File: config.mk
export PLATFORM = sky130hd
export DESIGN_NAME = controlador_spi_als
export DESIGN_NICKNAME = d
export VERILOG_FILES = /design/src/rtl/als_pkg.sv /design/src/rtl/generador_sclk.sv /design/src/rtl/controlador_spi_als.sv
export SDC_FILE = /design/constraint.sdc
export NUM_CORES = 1
export LEC_CHECK = 0
export CAP_MARGIN = 20
export CORE_UTILIZATION = 41
export CTS_BUF_LIST = sky130_fd_sc_hd__clkbuf_4 sky130_fd_sc_hd__clkbuf_8
export CTS_CLUSTER_SIZE = 28
export DETAILED_ROUTE_END_ITERATION = 7
export GPL_TIMING_DRIVEN = 1
export PLACE_DENSITY = 0.8
export SYNTH_ARGS = -nofsm -noshare
export SYNTH_HDL_FRONTEND = slang
export SYNTH_HIERARCHICAL = 1
export SYNTH_SLANG_ARGS = --single-unit
File: constraint.sdc
create_clock -name clk -period 1.7 [get_ports clk]
set_clock_uncertainty 0.1 [all_clocks]
set_input_delay 0.34 -clock clk [delete_from_list [all_inputs] [get_ports clk]]
set_output_delay 0.34 -clock clk [all_outputs]
set_load 0.01 [all_outputs]
File: src/rtl/als_pkg.sv
// Shared types and constants for the PmodALS SPI read sequencer.
// Not timed logic: holds the FSM encoding, control-register bit positions and frame layout only.
package als_pkg;

    typedef enum logic [2:0] {
        IDLE,
        CS_SETUP,
        SHIFT,
        CS_HOLD,
        WRITE_BACK
    } als_state_t;

    localparam int START_BIT  = 0;
    localparam int DONE_BIT   = 1;

    // ADC081S021 frame: 3 leading zeros, 8 data bits MSB-first, 5 trailing bits
    localparam int FRAME_BITS = 16;
    localparam int DATA_MSB   = 12;
    localparam int DATA_LSB   = 5;

    // Control register [1:0] after a conversion: START cleared, DONE set
    localparam logic [1:0] WB_CODE = 2'b10;

endpackage

File: src/rtl/generador_sclk.sv
// SCLK divider: HALF_PERIOD clk cycles per half-period, idles high; sclk is a flop, ticks are decoded from state.
// No backpressure: runs while enable is high, snaps back to sclk=1 / count 0 when enable drops.
module generador_sclk
    import als_pkg::*;
#(
    parameter int HALF_PERIOD = 5
) (
    input  logic clk,
    input  logic rst,
    input  logic enable,
    output logic sclk,
    output logic rise_tick,
    output logic period_done
);

    localparam int            CW   = (HALF_PERIOD > 1) ? $clog2(HALF_PERIOD) : 1;
    localparam logic [CW-1:0] LAST = CW'(HALF_PERIOD - 1);

    logic [CW-1:0] cnt;
    logic          half_end;

    assign half_end = (cnt == LAST);

    // Ticks are not gated by enable: the parent derives enable from period_done,
    // and with enable low the counter sits at 0, so neither tick can fire.
    assign rise_tick   = half_end && !sclk;
    assign period_done = half_end && sclk;

    always_ff @(posedge clk or negedge rst) begin
        if (!rst) begin
            cnt  <= '0;
            sclk <= 1'b1;
        end else if (!enable) begin
            cnt  <= '0;
            sclk <= 1'b1;
        end else if (half_end) begin
            cnt  <= '0;
            sclk <= ~sclk;
        end else begin
            cnt  <= cnt + 1'b1;
        end
    end

endmodule

File: src/rtl/controlador_spi_als.sv
// Reads one PmodALS sample per START: CS setup, 16 SCLK periods, CS hold, one-cycle write-back; 34*HALF_PERIOD+1 cycles.
// No backpressure: the register writes are fire-and-forget strobes; START changes mid-frame are ignored.
module controlador_spi_als
    import als_pkg::*;
#(
    parameter int HALF_PERIOD = 5
) (
    input  logic        clk,
    input  logic        rst,
    input  logic [31:0] ctrl_in,
    output logic        wr2_c,
    output logic [1:0]  in2,
    output logic        wr_d,
    output logic [31:0] data_out,
    output logic        cs_n,
    output logic        sclk,
    input  logic        miso,
    output logic        busy
);

    localparam int            CW        = (HALF_PERIOD > 1) ? $clog2(HALF_PERIOD) : 1;
    localparam logic [CW-1:0] HOLD_LAST = CW'(HALF_PERIOD - 1);
    localparam logic [4:0]    LAST_BIT  = 5'(FRAME_BITS - 1);

    als_state_t              state;
    logic [FRAME_BITS-1:0]   frame;
    logic [4:0]              bit_cnt;
    logic [CW-1:0]           hold_cnt;
    logic                    gen_en;
    logic                    rise_tick;
    logic                    period_done;
    logic                    unused_ctrl;

    // DONE and the upper control bits belong to the processor side.
    assign unused_ctrl = ^ctrl_in[31:1];

    // CS_SETUP doubles as the idle-high half before the first falling edge.
    // Dropping enable on the final period keeps sclk high through CS_HOLD.
    assign gen_en = (state == CS_SETUP) ||
                    ((state == SHIFT) && !(period_done && (bit_cnt == LAST_BIT)));

    generador_sclk #(
        .HALF_PERIOD (HALF_PERIOD)
    ) u_sclk (
        .clk         (clk),
        .rst         (rst),
        .enable      (gen_en),
        .sclk        (sclk),
        .rise_tick   (rise_tick),
        .period_done (period_done)
    );

    always_ff @(posedge clk or negedge rst) begin
        if (!rst) begin
            state    <= IDLE;
            cs_n     <= 1'b1;
            wr2_c    <= 1'b0;
            in2      <= 2'b00;
            wr_d     <= 1'b0;
            data_out <= '0;
            busy     <= 1'b0;
            frame    <= '0;
            bit_cnt  <= '0;
            hold_cnt <= '0;
        end else begin
            wr2_c <= 1'b0;
            in2   <= 2'b00;
            wr_d  <= 1'b0;
            case (state)
                IDLE: begin
                    if (ctrl_in[START_BIT]) begin
                        state <= CS_SETUP;
                        cs_n  <= 1'b0;
                        busy  <= 1'b1;
                    end
                end
                CS_SETUP: begin
                    if (period_done) begin
                        state <= SHIFT;
                    end
                end
                SHIFT: begin
                    if (rise_tick) begin
                        frame <= {frame[FRAME_BITS-2:0], miso};
                    end
                    if (period_done) begin
                        if (bit_cnt == LAST_BIT) begin
                            bit_cnt <= '0;
                            state   <= CS_HOLD;
                            cs_n    <= 1'b1;
                        end else begin
                            bit_cnt <= bit_cnt + 1'b1;
                        end
                    end
                end
                CS_HOLD: begin
                    if (hold_cnt == HOLD_LAST) begin
                        hold_cnt <= '0;
                        state    <= WRITE_BACK;
                        wr_d     <= 1'b1;
                        data_out <= {24'b0, frame[DATA_MSB:DATA_LSB]};
                        wr2_c    <= 1'b1;
                        in2      <= WB_CODE;
                    end else begin
                        hold_cnt <= hold_cnt + 1'b1;
                    end
                end
                WRITE_BACK: begin
                    state <= IDLE;
                    busy  <= 1'b0;
                end
                default: begin
                    state <= IDLE;
                    cs_n  <= 1'b1;
                    busy  <= 1'b0;
                end
            endcase
        end
    end

endmodule

# After elaboration in Yosys (flattened, before gate mapping)
# Cells that the tools add are included.
[word_totals]
mem_count = 0
register_bits = 41
ramBits = 0
elab_cells = 68
latch_bits = 0
output_inout_bits = 39
rom_bits = 0
[op_classes]
bitwise_logic = 3
addsub = 3
n_shift = 0
n_lt_le_gt_ge = 0
mux = 22
n_mul = 0
eq_ne = 13
n_reduce_logical = 16
div = 0
[ops]
columns = ["op", "n"]
rows = [
  ["$mux W3", 8],
  ["$pmux W3 S4", 1],
  ["$ne A2 B2 Y1 const B", 5],
  ["$eq A3 B3 Y1 const B", 3],
  ["$mux W1", 8],
  ["$reduce_and A2 Y1", 4],
  ["$add A3 B1 Y3 const B", 2],
  ["$eq A3 B2 Y1 const B", 2],
  ["$reduce_or A3 Y1", 2],
  ["$add A5 B1 Y5 const B", 1],
  ["$eq A5 B4 Y1 const B", 1],
  ["$mux W5", 1],
  ["$reduce_and A5 Y1", 1],
  ["$logic_and A1 B1 Y1", 4],
  ["$mux W2", 2],
  ["$reduce_and A4 Y1", 1],
  ["$eq A3 B1 Y1 const B", 1],
  ["$logic_not A3 Y1", 1],
  ["$not A1 Y1", 3],
  ["$pmux W1 S3", 1],
  ["$logic_not A1 Y1", 2],
  ["$ne A2 B1 Y1 const B", 1],
  ["$pmux W1 S2", 1],
  ["$logic_or A1 B1 Y1", 1],
]

# Logic depth before layout (Yosys ltp)
[depth]
depth_word = 7
depth_mapped = 7

# By module
# The synthesis kept the hierarchy.
[modules_own_cells]
columns = ["module", "n_inst", "area_each_um2", "cells_per_inst", "seq_area_each_um2"]
rows = [
  ["controlador_spi_als", 1, 1686.6, 138, 877.1],
  ["generador_sclk", 1, 205.2, 18, 101.3],
]

# Least setup slack after synthesis
# Ideal clock, no wire load.
[synth_path]
path_kind = "register to register"
from = "register u_sclk.cnt[0]"
to = "register frame[10]"
required_time_ns = 1.475
path_stages_with_launch = 8
setup_ns = 0.125
arrival_ns = 1.568
path_slack_ns = -0.092
n_path_buf = 1
path_cell_list = "dfrtp_1 inv_1 ha_1 nand2_1 nor2_1 nor4b_4 buf_6 mux2_2"
[synth_between]
elab_chain_cells = 3
[synth_rtl]
columns = ["item", "line_no", "rtl"]
rows = [
  ["from (decl)", "generador_sclk.sv:19", "logic [CW-1:0] cnt;"],
  ["from (signal assigned)", "generador_sclk.sv:40", "cnt <= cnt + 1'b1;"],
  ["$eq A3 B3 Y1", "generador_sclk.sv:22", "assign half_end = (cnt == LAST);"],
  ["$logic_and A1 B1 Y1", "generador_sclk.sv:26", "assign rise_tick = half_end && !sclk;"],
  ["named net rise_tick", "controlador_spi_als.sv:30", "logic rise_tick;"],
  ["$reduce_and A2 Y1 (no line)", "n/a", ""],
  ["to (signal assigned)", "controlador_spi_als.sv:84", "frame <= {frame[FRAME_BITS-2:0], miso};"],
  ["to (decl)", "controlador_spi_als.sv:26", "logic [FRAME_BITS-1:0] frame;"],
]
# The timed path passes the listed nets, and every way through them passes these cells.
# A chain may end at the register's enable or synchronous reset.

# Final worst setup path
[layout_path]
from = "register u_sclk.cnt[1]"
to = "register frame[8]"
# Same word-level chain as after synthesis.

==> flow_summary.json <==
{
  "cp.arrival_ns": 1.83,
  "ir_drop_mv": 0.4943,
  "synth_edf_count": 0,
  "outcome": "finished, violations left",
  "ys_types": 37,
  "slowest_delay_ns": 0.39,
  "required_ns": 1.78,
  "die_w_microns": 69.93,
  "finalCriticalPeriod_ns": 1.750,
  "holdWs_ns": 0.3917,
  "ys_async_sr_fraction": 1.000,
  "grt_pass1_wl_microns": 5244,
  "wl_per_cell_microns": 12.98,
  "end_kind": "flop",
  "drtIter0Drc": 33,
  "yosysTopAreaCell": "dfrtp_1",
  "layout.cells.non_filler": 249,
  "path_max_fanout": 13,
  "first_pass_iters": 3,
  "io_pins": 74,
  "ys.flop_type": "dfrtp_1",
  "fill_cells": 368,
  "cts.sinks": 39,
  "stdcell_area_sq_um": 2369,
  "dp_hpwl_microns": 2261,
  "vias_per_cell": 4.703,
  "max-cap-violations": 0,
  "grt_max_degree": 21,
  "antenna_left": 0,
  "clkTransAtPathRegs_ns": 0.08,
  "fin_nets": 236,
  "cts_tree": "built",
  "startpoint_type": "flop",
  "clockBufferDepth": 2,
  "setup_viol": 13,
  "numCtsBuffers": 5,
  "hold_path.class": "reg -> reg",
  "p_per_area_nw_per_um2": 755.0,
  "synthTopCellsByCount": "37 x dfrtp_1, 27 x buf_4, 23 x mux2_2",
  "netlist_area_sq_um": 1892,
  "htreeDepth": 2,
  "ys_seq_elements": 39,
  "drc": 0,
  "violations": "negative setup slack",
  "power.total_mw": 1.788,
  "grt_overflow_total": 0,
  "clk_latency_ns": 0.29,
  "antenna_found_initial": 0,
  "rows": 24,
  "finalMaxSlewViolations": 0,
  "synthCells": 156,
  "synthTopCellsByArea": "dfrtp_1 49%, mux2_2 14%, buf_4 11%",
  "period_share": 1.029,
  "area_growth_pct": 25.20,
  "fin_setup_tns_ns": -0.4452,
  "coreArea_sq_um": 4384,
  "track_usage": 0.1386,
  "fmax_mhz": 571.4,
  "slowest_stage": "dfrtp_1",
  "synth_top_area_frac": 0.4894,
  "hold_viol_final": 0,
  "rsz0062_at_grt": "true",
  "clockRootBuffer": "clkbuf_8",
  "yosysWarningCount": 6,
  "yosysSeqAreaShare": 0.5172,
  "die_height_microns": 69.93,
  "place.gp.congestion": 0.7608,
  "setup_ws_ns": -0.05009,
  "place_inst": 236,
  "drt-total-wl_microns": 3232,
  "start_util": 0.4315,
  "crit_chain": "inv_2 > ha_4 > nand2_4 > nor2_4 > nor4b_4 > buf_12 > mux2_2",
  "vias": 1171,
  "dieArea_sq_um": 4890,
  "placed_area_sq_um": 2153,
  "antenna-diode-count": 0,
  "port-buffer-count": 17,
  "avgSynthCellArea_sq_um": 12.13,
  "synth_most_common_cell": "dfrtp_1",
  "layout-drive-gt1-share": 0.3553,
  "power_leakage_nw": 1.161,
  "path_class": "reg -> reg",
  "grt_pass1_vias": 1166
}
[critical path: cells and delay by family, from the launching register on]
family / cells / cell delay [ns]
multiplexers: 1 / 0.34
adder cells (fa/ha/maj): 1 / 0.16
flip-flops: 1 / 0.39
buffers and inverters: 2 / 0.26
AND/OR/NAND/NOR: 3 / 0.38
[where the power goes]
part | internal, mW | leakage (nW) | switching, mW
logic | 0.0168 | 0.590 | 0.0465
registers | 0.932 | 0.510 | 0.00259
clock network | 0.475 | 0.0612 | 0.315
[cells by family after synthesis]
family	after synthesis	synth area share
flip-flops	39	0.5172
buffers and inverters	38	0.1343
multiplexers	23	0.1369
XOR/XNOR	1	0.004630
other	1	0.001982
AO/OA/AOI/OAI	19	0.06482
AND/OR/NAND/NOR	30	0.1072
adder cells (fa/ha/maj)	5	0.03307
[what timing repair did]
item,in CTS,in global routing
hold endpoints to repair,18,0
setup buffers,0,3
hold buffers,1,0
setup endpoints to repair,19,28
pin swaps,2,4
resized for setup,9,7
gates cloned,0,1
[metrics by stage]
stage	util	setup slack (ns)
3_5_place_dp	0.4912	-0.09364
3_3_place_gp	0.4912	-0.06043
4_1_cts	0.5248	-0.06584
2_1_floorplan	-	-0.02856
6_report	0.5402	-0.05009
5_1_grt	0.5402	-0.1366
[path summary, 6_finish.rpt]
path,startpoint,endpoint,slack [ns],cells after the start
worst max register to register,u_sclk/cnt[1]$_DFF_PN0_,frame[8]$_DFFE_PN0P_,-0.05,7
min in group asynchronous,rst,data_out[2]$_DFFE_PN0P_,0.43,2
worst max-delay path,u_sclk/cnt[1]$_DFF_PN0_,frame[8]$_DFFE_PN0P_,-0.05,7
max in group asynchronous,rst,u_sclk/sclk$_DFFE_PN1P_,0.52,3
worst min-delay path,bit_cnt[4]$_DFFE_PN0P_,bit_cnt[4]$_DFFE_PN0P_,0.39,1
worst min register to register,bit_cnt[4]$_DFFE_PN0P_,bit_cnt[4]$_DFFE_PN0P_,0.39,1
[registers in the layout, summed over array words and instances (netlist names)]
signal / count
frame: 13
data_out: 8
bit_cnt: 5
hold_cnt: 3
state: 3
u_sclk/cnt: 3
busy: 1
cs_n: 1
in2: 1
u_sclk/sclk: 1
[placed cells by master (no fill, tap or decap), types with 2 or more instances in the layout]
cell,instances
buf_4,18
o21a_1,2
inv_2,3
nor2_4,2
o21ai_0,4
conb_1,25
mux2_2,18
dfstp_2,2
nand2_1,2
mux2_4,5
dlygate4sd2_1,2
a21oi_1,5
nand3_1,4
dfrtp_1,37
clkdlybuf4s50_1,13
ha_1,3
nor2_1,6
inv_1,5
clkbuf_8,6
nand3b_1,3
buf_12,2
[final cells by class]
type,count,area [sq um],share of cell area
sequential,39,978.4,0.4131
multi-input combinational,104,827.0,0.3492
timing repair buffer,38,350.3,0.1479
clock buffer,6,82.58,0.03487
tap,52,65.06,0.02747
clock inverter,2,35.03,0.01479
inverter,8,30.03,0.01268
[routing by layer]
metal,global-route usage,share of wire
met1,0.1631,0.43
met2,0.2425,0.52
met3,0.04329,0.038
met4,0.04000,0.0068
met5,0,0
No activity file was read; power rests on OpenSTA's default activity.
